==> config.mk <==
export PLATFORM = sky130hd
export DESIGN_NAME = tl_cntr_param
export DESIGN_NICKNAME = d
export VERILOG_FILES = /design/src/rtl/tl_pkg.sv /design/src/rtl/tl_phase_timer.sv /design/src/rtl/tl_cntr_param.sv
export SDC_FILE = /design/constraint.sdc
export NUM_CORES = 1
export LEC_CHECK = 0
export CORE_MARGIN = 3
export CORE_UTILIZATION = 54
export DETAILED_ROUTE_END_ITERATION = 10
export MAX_ROUTING_LAYER = met4
export PLACE_DENSITY = 0.82
export SETUP_SLACK_MARGIN = 0.05
export SLEW_MARGIN = 5
export SYNTH_ARGS = -nofsm -noshare
export SYNTH_HDL_FRONTEND = slang
export SYNTH_SLANG_ARGS = --single-unit
==> constraint.sdc <==
create_clock -name clk -period 3.15 [get_ports clk]
set_input_delay 0.63 -clock clk [delete_from_list [all_inputs] [get_ports clk]]
set_output_delay 0.63 -clock clk [all_outputs]
set_load 0.05 [all_outputs]
==> src/rtl/tl_pkg.sv <==
// Shared definitions for the parametrised traffic-light controller:
// light encodings, phase enumeration and approach wrap-around helper.
package tl_pkg;

  localparam logic [1:0] LIGHT_GREEN  = 2'b00;
  localparam logic [1:0] LIGHT_YELLOW = 2'b01;
  localparam logic [1:0] LIGHT_RED    = 2'b10;

  typedef enum logic [1:0] {
    SG = 2'd0,
    SY = 2'd1,
    LG = 2'd2,
    LY = 2'd3
  } phase_t;

  function automatic int unsigned next_dir(input int unsigned dir, input int unsigned n_dir);
    return (dir + 1 >= n_dir) ? '0 : dir + 1;
  endfunction

endpackage

==> src/rtl/tl_phase_timer.sv <==
// Per-phase cycle timer: clears on phase entry, counts up once per cycle,
// and flags the minimum-green, maximum-green and yellow-end points.
module tl_phase_timer #(
  parameter int unsigned MIN_GREEN = 2,
  parameter int unsigned MAX_GREEN = 8,
  parameter int unsigned YELLOW    = 2
) (
  input  logic clk,
  input  logic reset,
  input  logic clr,
  output logic min_ok,
  output logic max_hit,
  output logic yel_done
);

  localparam int unsigned TW = $clog2(MAX_GREEN + 1);
  localparam logic [TW-1:0] MIN_LAST = TW'(MIN_GREEN - 1);
  localparam logic [TW-1:0] MAX_LAST = TW'(MAX_GREEN - 1);
  localparam logic [TW-1:0] YEL_LAST = TW'(YELLOW - 1);

  logic [TW-1:0] timer;

  // Saturating so a stuck count can never wrap back under the exit thresholds.
  always_ff @(posedge clk or posedge reset) begin
    if (reset) begin
      timer <= '0;
    end else if (clr) begin
      timer <= '0;
    end else if (timer != '1) begin
      timer <= timer + TW'(1);
    end
  end

  assign min_ok   = (timer >= MIN_LAST);
  assign max_hit  = (timer == MAX_LAST);
  assign yel_done = (timer == YEL_LAST);

endmodule

==> src/rtl/tl_cntr_param.sv <==
// N-approach round-robin traffic-light controller with straight and optional
// left-turn phases, min/max green limits and latched left-turn requests.
module tl_cntr_param
  import tl_pkg::*;
#(
  parameter int unsigned N_DIR     = 2,
  parameter int unsigned MIN_GREEN = 2,
  parameter int unsigned MAX_GREEN = 8,
  parameter int unsigned YELLOW    = 2
) (
  input  logic                       clk,
  input  logic                       reset,
  input  logic [N_DIR-1:0]           Ts,
  input  logic [N_DIR-1:0]           Tl,
  output logic [2*N_DIR-1:0]         Ls,
  output logic [2*N_DIR-1:0]         Ll,
  output logic [$clog2(N_DIR)-1:0]   cur_dir,
  output logic [1:0]                 cur_phase
);

  localparam int unsigned DW = $clog2(N_DIR);
  localparam logic [2*N_DIR-1:0] ALL_RED = {N_DIR{LIGHT_RED}};
  localparam logic [2*N_DIR-1:0] LS_RST  = {ALL_RED[2*N_DIR-1:2], LIGHT_GREEN};

  phase_t             phase, nphase;
  logic [DW-1:0]      ndir, succ;
  logic [N_DIR-1:0]   lreq, nlreq;
  logic [2*N_DIR-1:0] nls, nll;
  logic               go_left, clr;
  logic               min_ok, max_hit, yel_done;

  assign succ      = DW'(next_dir(32'(cur_dir), N_DIR));
  assign cur_phase = phase;
  assign clr       = (nphase != phase);

  tl_phase_timer #(
    .MIN_GREEN (MIN_GREEN),
    .MAX_GREEN (MAX_GREEN),
    .YELLOW    (YELLOW)
  ) u_timer (
    .clk      (clk),
    .reset    (reset),
    .clr      (clr),
    .min_ok   (min_ok),
    .max_hit  (max_hit),
    .yel_done (yel_done)
  );

  always_comb begin
    nphase  = phase;
    ndir    = cur_dir;
    go_left = 1'b0;
    unique case (phase)
      SG: if ((min_ok && !Ts[cur_dir]) || max_hit) nphase = SY;
      SY: if (yel_done) begin
        if (lreq[cur_dir] || Tl[cur_dir]) begin
          nphase  = LG;
          go_left = 1'b1;
        end else begin
          nphase = SG;
          ndir   = succ;
        end
      end
      LG: if ((min_ok && !Tl[cur_dir]) || max_hit) nphase = LY;
      LY: if (yel_done) begin
        nphase = SG;
        ndir   = succ;
      end
      default: nphase = SG;
    endcase
  end

  // Clear is applied after set so a request arriving on the LG-entry edge is consumed.
  always_comb begin
    nlreq = lreq;
    for (int unsigned d = 0; d < N_DIR; d++) begin
      if (Tl[d] && !((DW'(d) == cur_dir) && (phase == LG || phase == LY))) nlreq[d] = 1'b1;
    end
    if (go_left) nlreq[cur_dir] = 1'b0;
  end

  // Lights are decoded from next state so they register together with the phase.
  always_comb begin
    nls = ALL_RED;
    nll = ALL_RED;
    unique case (nphase)
      SG: nls[2*ndir +: 2] = LIGHT_GREEN;
      SY: nls[2*ndir +: 2] = LIGHT_YELLOW;
      LG: nll[2*ndir +: 2] = LIGHT_GREEN;
      LY: nll[2*ndir +: 2] = LIGHT_YELLOW;
      default: ;
    endcase
  end

  always_ff @(posedge clk or posedge reset) begin
    if (reset) begin
      phase   <= SG;
      cur_dir <= '0;
      lreq    <= '0;
      Ls      <= LS_RST;
      Ll      <= ALL_RED;
    end else begin
      phase   <= nphase;
      cur_dir <= ndir;
      lreq    <= nlreq;
      Ls      <= nls;
      Ll      <= nll;
    end
  end

endmodule
# Word-level counts from Yosys, hierarchy flattened
# Cells that the tools add are included.
[op_classes]
n_addsub = 3
order_cmp = 4
eq_ne = 10
n_shift = 3
n_mux = 29
bitwise = 8
n_reduce_logical = 18
[op_table]
columns = ["cell", "count"]
rows = [
  ["indexed part select 2 x 34 -> 4 bit (first input constant)", 2],
  ["negation 2 -> 34 bit", 1],
  ["variable shift 2 x 34 -> 4 bit (first input constant)", 1],
  ["two-way mux 1 bit", 16],
  ["one-hot mux 4 bit (2 select lines)", 2],
  ["two-way mux 2 bit", 6],
  ["equality test 2 bit (second input constant)", 4],
  ["two-way mux 4 bit", 2],
  ["one-hot mux 2 bit (4 select lines)", 1],
  ["logical AND 1 bit", 7],
  ["bitwise AND 2 bit", 3],
  ["adder 4 x 1 -> 4 bit (second input constant)", 1],
  ["equality test 2 x 1 -> 1 bit (second input constant)", 2],
  ["equality test 4 x 1 -> 1 bit (second input constant)", 1],
  ["equality test 4 x 3 -> 1 bit (second input constant)", 1],
  [">= comparator 4 x 1 -> 1 bit (second input constant)", 1],
  ["zero test 1 bit", 4],
  ["zero test 2 bit", 2],
  ["logical OR 1 bit", 4],
  ["inequality test 4 bit (second input constant)", 1],
  ["NOT 2 bit", 2],
  ["OR 2 bit", 2],
  ["adder 1 x 1 -> 2 bit (second input constant)", 1],
  [">= comparator 2 bit (second input constant)", 1],
  ["other kinds (7)", 7],
]
[totals]
regBits = 17
input_bits = 6
word_cells = 81

# Longest topological paths before layout
[depth]
ltp_word = 11
ltp_mapped = 5

# Modules after synthesis
# A second synthesis with hierarchy kept.
[unflattened]
cells_unflattened = 83
hier_area_um2 = 842.1
[by_module_without_submodules]
columns = ["module", "instances", "cells_each", "area_per_inst_um2", "seq_area_each_um2"]
rows = [
  ["tl_cntr_param", 1, 56, 573.0, 329.1],
  ["tl_phase_timer", 1, 27, 269.0, 100.1],
]

# Least setup slack after synthesis
# OpenSTA, ideal clock, no wires.
[synth_timing]
kind = "reg2reg"
from = "reg cur_dir"
to = "reg u_timer.timer[0]"
setup_ps = 133
arrival_ps = 1589
required_time_ps = 3017
setup_slack_ps = 1428
path_stages_with_launch = 4
n_path_buf = 0
synth_period_minus_slack_ps = 1722
path_cell_list = "dfrtp_1 -> mux4_2 -> a211oi_2 -> nor3_1"
[synth_via]
elab_chain_len = 9
[synth_lines]
columns = ["element", "line", "rtl"]
rows = [
  ["from (decl)", "tl_cntr_param.sv:17", "output logic [$clog2(N_DIR)-1:0] cur_dir,"],
  ["from (signal assigned)", "tl_cntr_param.sv:104", "cur_dir <= ndir;"],
  ["two-way mux 1 bit, on equally long branches (2 in series)", "tl_cntr_param.sv:56, tl_cntr_param.sv:64, tl_cntr_param.sv:54", ""],
  ["zero test 1 bit, on equally long branches", "tl_cntr_param.sv:64, tl_cntr_param.sv:54", ""],
  ["logical AND 1 bit, on equally long branches", "tl_cntr_param.sv:64, tl_cntr_param.sv:54", ""],
  ["logical OR 1 bit, on equally long branches", "tl_cntr_param.sv:64, tl_cntr_param.sv:54", ""],
  ["two-way mux 2 bit, on equally long branches", "tl_cntr_param.sv:64, tl_cntr_param.sv:54", ""],
  ["one-hot mux 2 bit (4 select lines) *", "tl_cntr_param.sv:53", "unique case (phase)"],
  ["inequality test 2 bit *", "tl_cntr_param.sv:34", "assign clr = (nphase != phase);"],
  ["two-way mux 4 bit / nonzero test 2 bit (equally long branches)", "n/a", ""],
  ["to (signal assigned)", "tl_phase_timer.sv:30", "timer <= timer + TW'(1);"],
  ["to (decl)", "tl_phase_timer.sv:21", "logic [TW-1:0] timer;"],
]
# Every way passes the cells marked *; elsewhere a longest branch is shown, timed or not. The select of a mux whose other input is x is not followed.
# A chain may end at the register's enable or synchronous reset.

# Worst setup path after layout
[layout_timing]
from = "reg cur_dir"
to = "out cur_dir"
# No word-level cell between the ends.

==> out/metrics.cfg <==
[run_status]
outcome = completed

[clock_network]
cts_buffers = 3
cts_buffer_depth = 2
ctsHoldBuffers = 0
cts-root-buf = clkbuf_4
clk_pin_slew_worst_paths_ns = 0.10
clk_latency_ns = 0.30
tritoncts = built
post-cts-setup-buffers = 0
h-tree-depth = 1
cts_resized = 0
clock-sinks = 17

[setup_path]
path_buf_inv = 1
crit_fanout = 14
cp_slowest_cell = clkdlybuf4s50_1
regToRegSetupSlack_ns = 1.36
cpPeakStageDelay_ns = 0.90
arrival_ns = 1.85
endpoint_kind = primary output
cp_top_family = buffers and inverters
critPathRequiredTime_ns = 2.52
critPathKind = flip-flop to primary output
setup.worst_path.start_class = flip-flop
worstPathCellList = clkdlybuf4s50_1

[routing]
vias = 752
drtIter0Drc = 17
drtPass1Iterations = 4
postRouteAntennaNets = 0
vias_per_cell = 6.48
wl_um = 1900
avgRoutedWirePerCell_um = 16.4
drc = 0

[floorplanning]
num_io_pins = 17
dieArea_um2 = 2260
die_h_um = 47.6
num_rows = 14
fp.coreArea_um2 = 1560
die_w_um = 47.6
start_util_pct = 59.9

[layout]
layout.nets = 110
diodes = 0
regArea_um2 = 429
postLayoutCoreUtil_pct = 71.4
drive_above_1_share_pct = 15.0
mostFrequentLayoutCells = clkdlybuf4s50_1 (16), dfrtp_1 (14), nor2_1 (8)
final_common_cell = clkdlybuf4s50_1
multi_input_area_um2 = 455
fillCellCount = 116
area_growth_pct = 19.3

[sta]
setup_viol = 0
totalNegativeSetupSlack_ns = 0
drv_slew = 0
finClkSkew_ns = 0.00464
finalCriticalPeriod_ns = 2.48
setup_slack_ns = 0.674
rsz0062_at_grt = false
relSlewSlack_pct = 57.9
fmax_mhz = 404
hold_viol = 0
worst_pin_slew_ns = 0.631
timing.final.crit_share_pct = 78.6

[logic_synthesis]
synthCells = 85
synth-compound-area-share_pct = 16.1
synth_nets = 94
post_synth.cell_area_avg_um2 = 11.0
yosysSeqAreaShare_pct = 46.0
synthAdderAreaFrac_pct = 4.02
synth.distinct_cells = 36
synth-simple-area-share_pct = 18.9
synthXorXnorAreaFrac_pct = 0.938
netlist_area_um2 = 933
synth_mux_area_share_pct = 8.85
ys_warn_count = 0
synth_top_family_by_area = simple AND/OR/NAND/NOR gates
synth-seq-cells = 17

[pwr]
total_power_w = 0.00130
cellLeakagePower_nw = 0.486
vdd_ir_drop_max_mv = 0.739
p_per_area_nw_per_um2 = 1170

[place]
dp_hpwl_um = 1380
place_ws_ns = 1.00
portBuffers = 16
gp_congestion = 0.789

[job]
drv_cap = 0

[grt]
grt_max_degree = 18
grt_antenna_before_repair = 0
grt_pass1_wl_um = 3140
grt_use_total_pct = 21.3
overflow = 0
first_global_vias = 678

[worst_hold_path]
min_path_type = flip-flop to flip-flop

-- cell type report --
class | instances | share of cell area [%]
Clock inverter | 1 | 0.674
Sequential cell | 17 | 38.5
Multi-Input combinational cell | 58 | 40.9
Timing Repair Buffer | 16 | 14.4
Clock buffer | 3 | 2.02
Tap cell | 16 | 1.80
Inverter | 5 | 1.69
-- worst reg2reg max path: cells and delay by family, from the launching register on --
family	cells	cell delay [ns]
buf+inv	1	0.10
flops	1	0.43
fa+ha+maj	1	0.24
compound gates	1	0.36
simple gates	2	0.55
-- cell usage after synthesis, drive strengths merged --
| cell | number | area [um^2] |
|---|---|---|
| dfstp | 3 | 78.8 |
| or2 | 1 | 6.26 |
| clkbuf | 1 | 3.75 |
| nor4 | 2 | 12.5 |
| a221oi | 1 | 8.76 |
| o311a | 1 | 10.0 |
| and3b | 1 | 8.76 |
| a31oi | 1 | 6.26 |
| or3b | 1 | 8.76 |
| inv | 5 | 18.8 |
| a21o | 2 | 15.0 |
| nand2b | 1 | 6.26 |
| o21a | 1 | 7.51 |
| nor2 | 8 | 30.0 |
| nand3b | 1 | 7.51 |
| dfrtp | 14 | 350 |
| xnor2 | 1 | 8.76 |
| a21oi | 2 | 10.0 |
| o211a | 1 | 10.0 |
| and4bb | 1 | 12.5 |
| a2111oi | 1 | 10.0 |
| a211oi | 5 | 52.6 |
| mux2i | 6 | 60.1 |
| ha | 3 | 37.5 |
| nand2 | 1 | 3.75 |
| nor3 | 5 | 25.0 |
| o21ai | 4 | 20.0 |
| mux4 | 1 | 22.5 |
| nand4bb | 1 | 11.3 |
| or4b | 1 | 13.8 |
| nor4b | 1 | 15.0 |
| nand3 | 3 | 15.0 |
| buf | 4 | 26.3 |
-- worst paths after layout --
check	cells after the start	to	startpoint
min reg2reg	2	lreq[0]	lreq[0]
max reg2reg	5	u_timer.timer[0]	u_timer.timer[1]
min in group asynchronous	2	Ll[0]	reset
min	2	lreq[0]	lreq[0]
max	1	cur_dir	cur_dir
max in group asynchronous	2	cur_dir	reset
-- layer usage --
layer	routed length, um	share of wire, %	up-vias	global-route usage, %
met3	179	9.4	6	4.51
met4	31	1.6	0	8.06
li1	-	-	343	-
met2	874	46	46	31.3
met5	0	0	-	-
met1	815	43	357	28.8
-- registers in the layout, summed over array words and instances (netlist names) --
signal         cells
lreq               2
cur_dir            1
Ll                 4
Ls                 4
cur_phase          2
u_timer.timer      4
-- cells by family after synthesis --
logic type,Yosys count
compound gates,19
xor+xnor,1
fa+ha+maj,3
buf+inv,10
flops,17
mux,7
simple gates,28
-- where the power goes --
| group | internal [W] | switching [W] | total (W) |
|---|---|---|---|
| sequential | 0.000318 | 0.000122 | 0.000440 |
| clock | 0.0000485 | 0.0000749 | 0.000123 |
| combinational | 0.000291 | 0.000444 | 0.000735 |
| total | 0.000658 | 0.000641 | 0.00130 |
-- per-stage QoR --
step	hold slack [ns]	instances	cell area (um^2)
2_1_floorplan	0.520	85	933
3_3_place_gp	0.579	112	1080
3_5_place_dp	0.585	112	1080
4_1_cts	0.605	116	1110
5_1_grt	0.621	116	1110
6_report	0.602	116	1110
No activity file was read; power rests on OpenSTA's default activity.
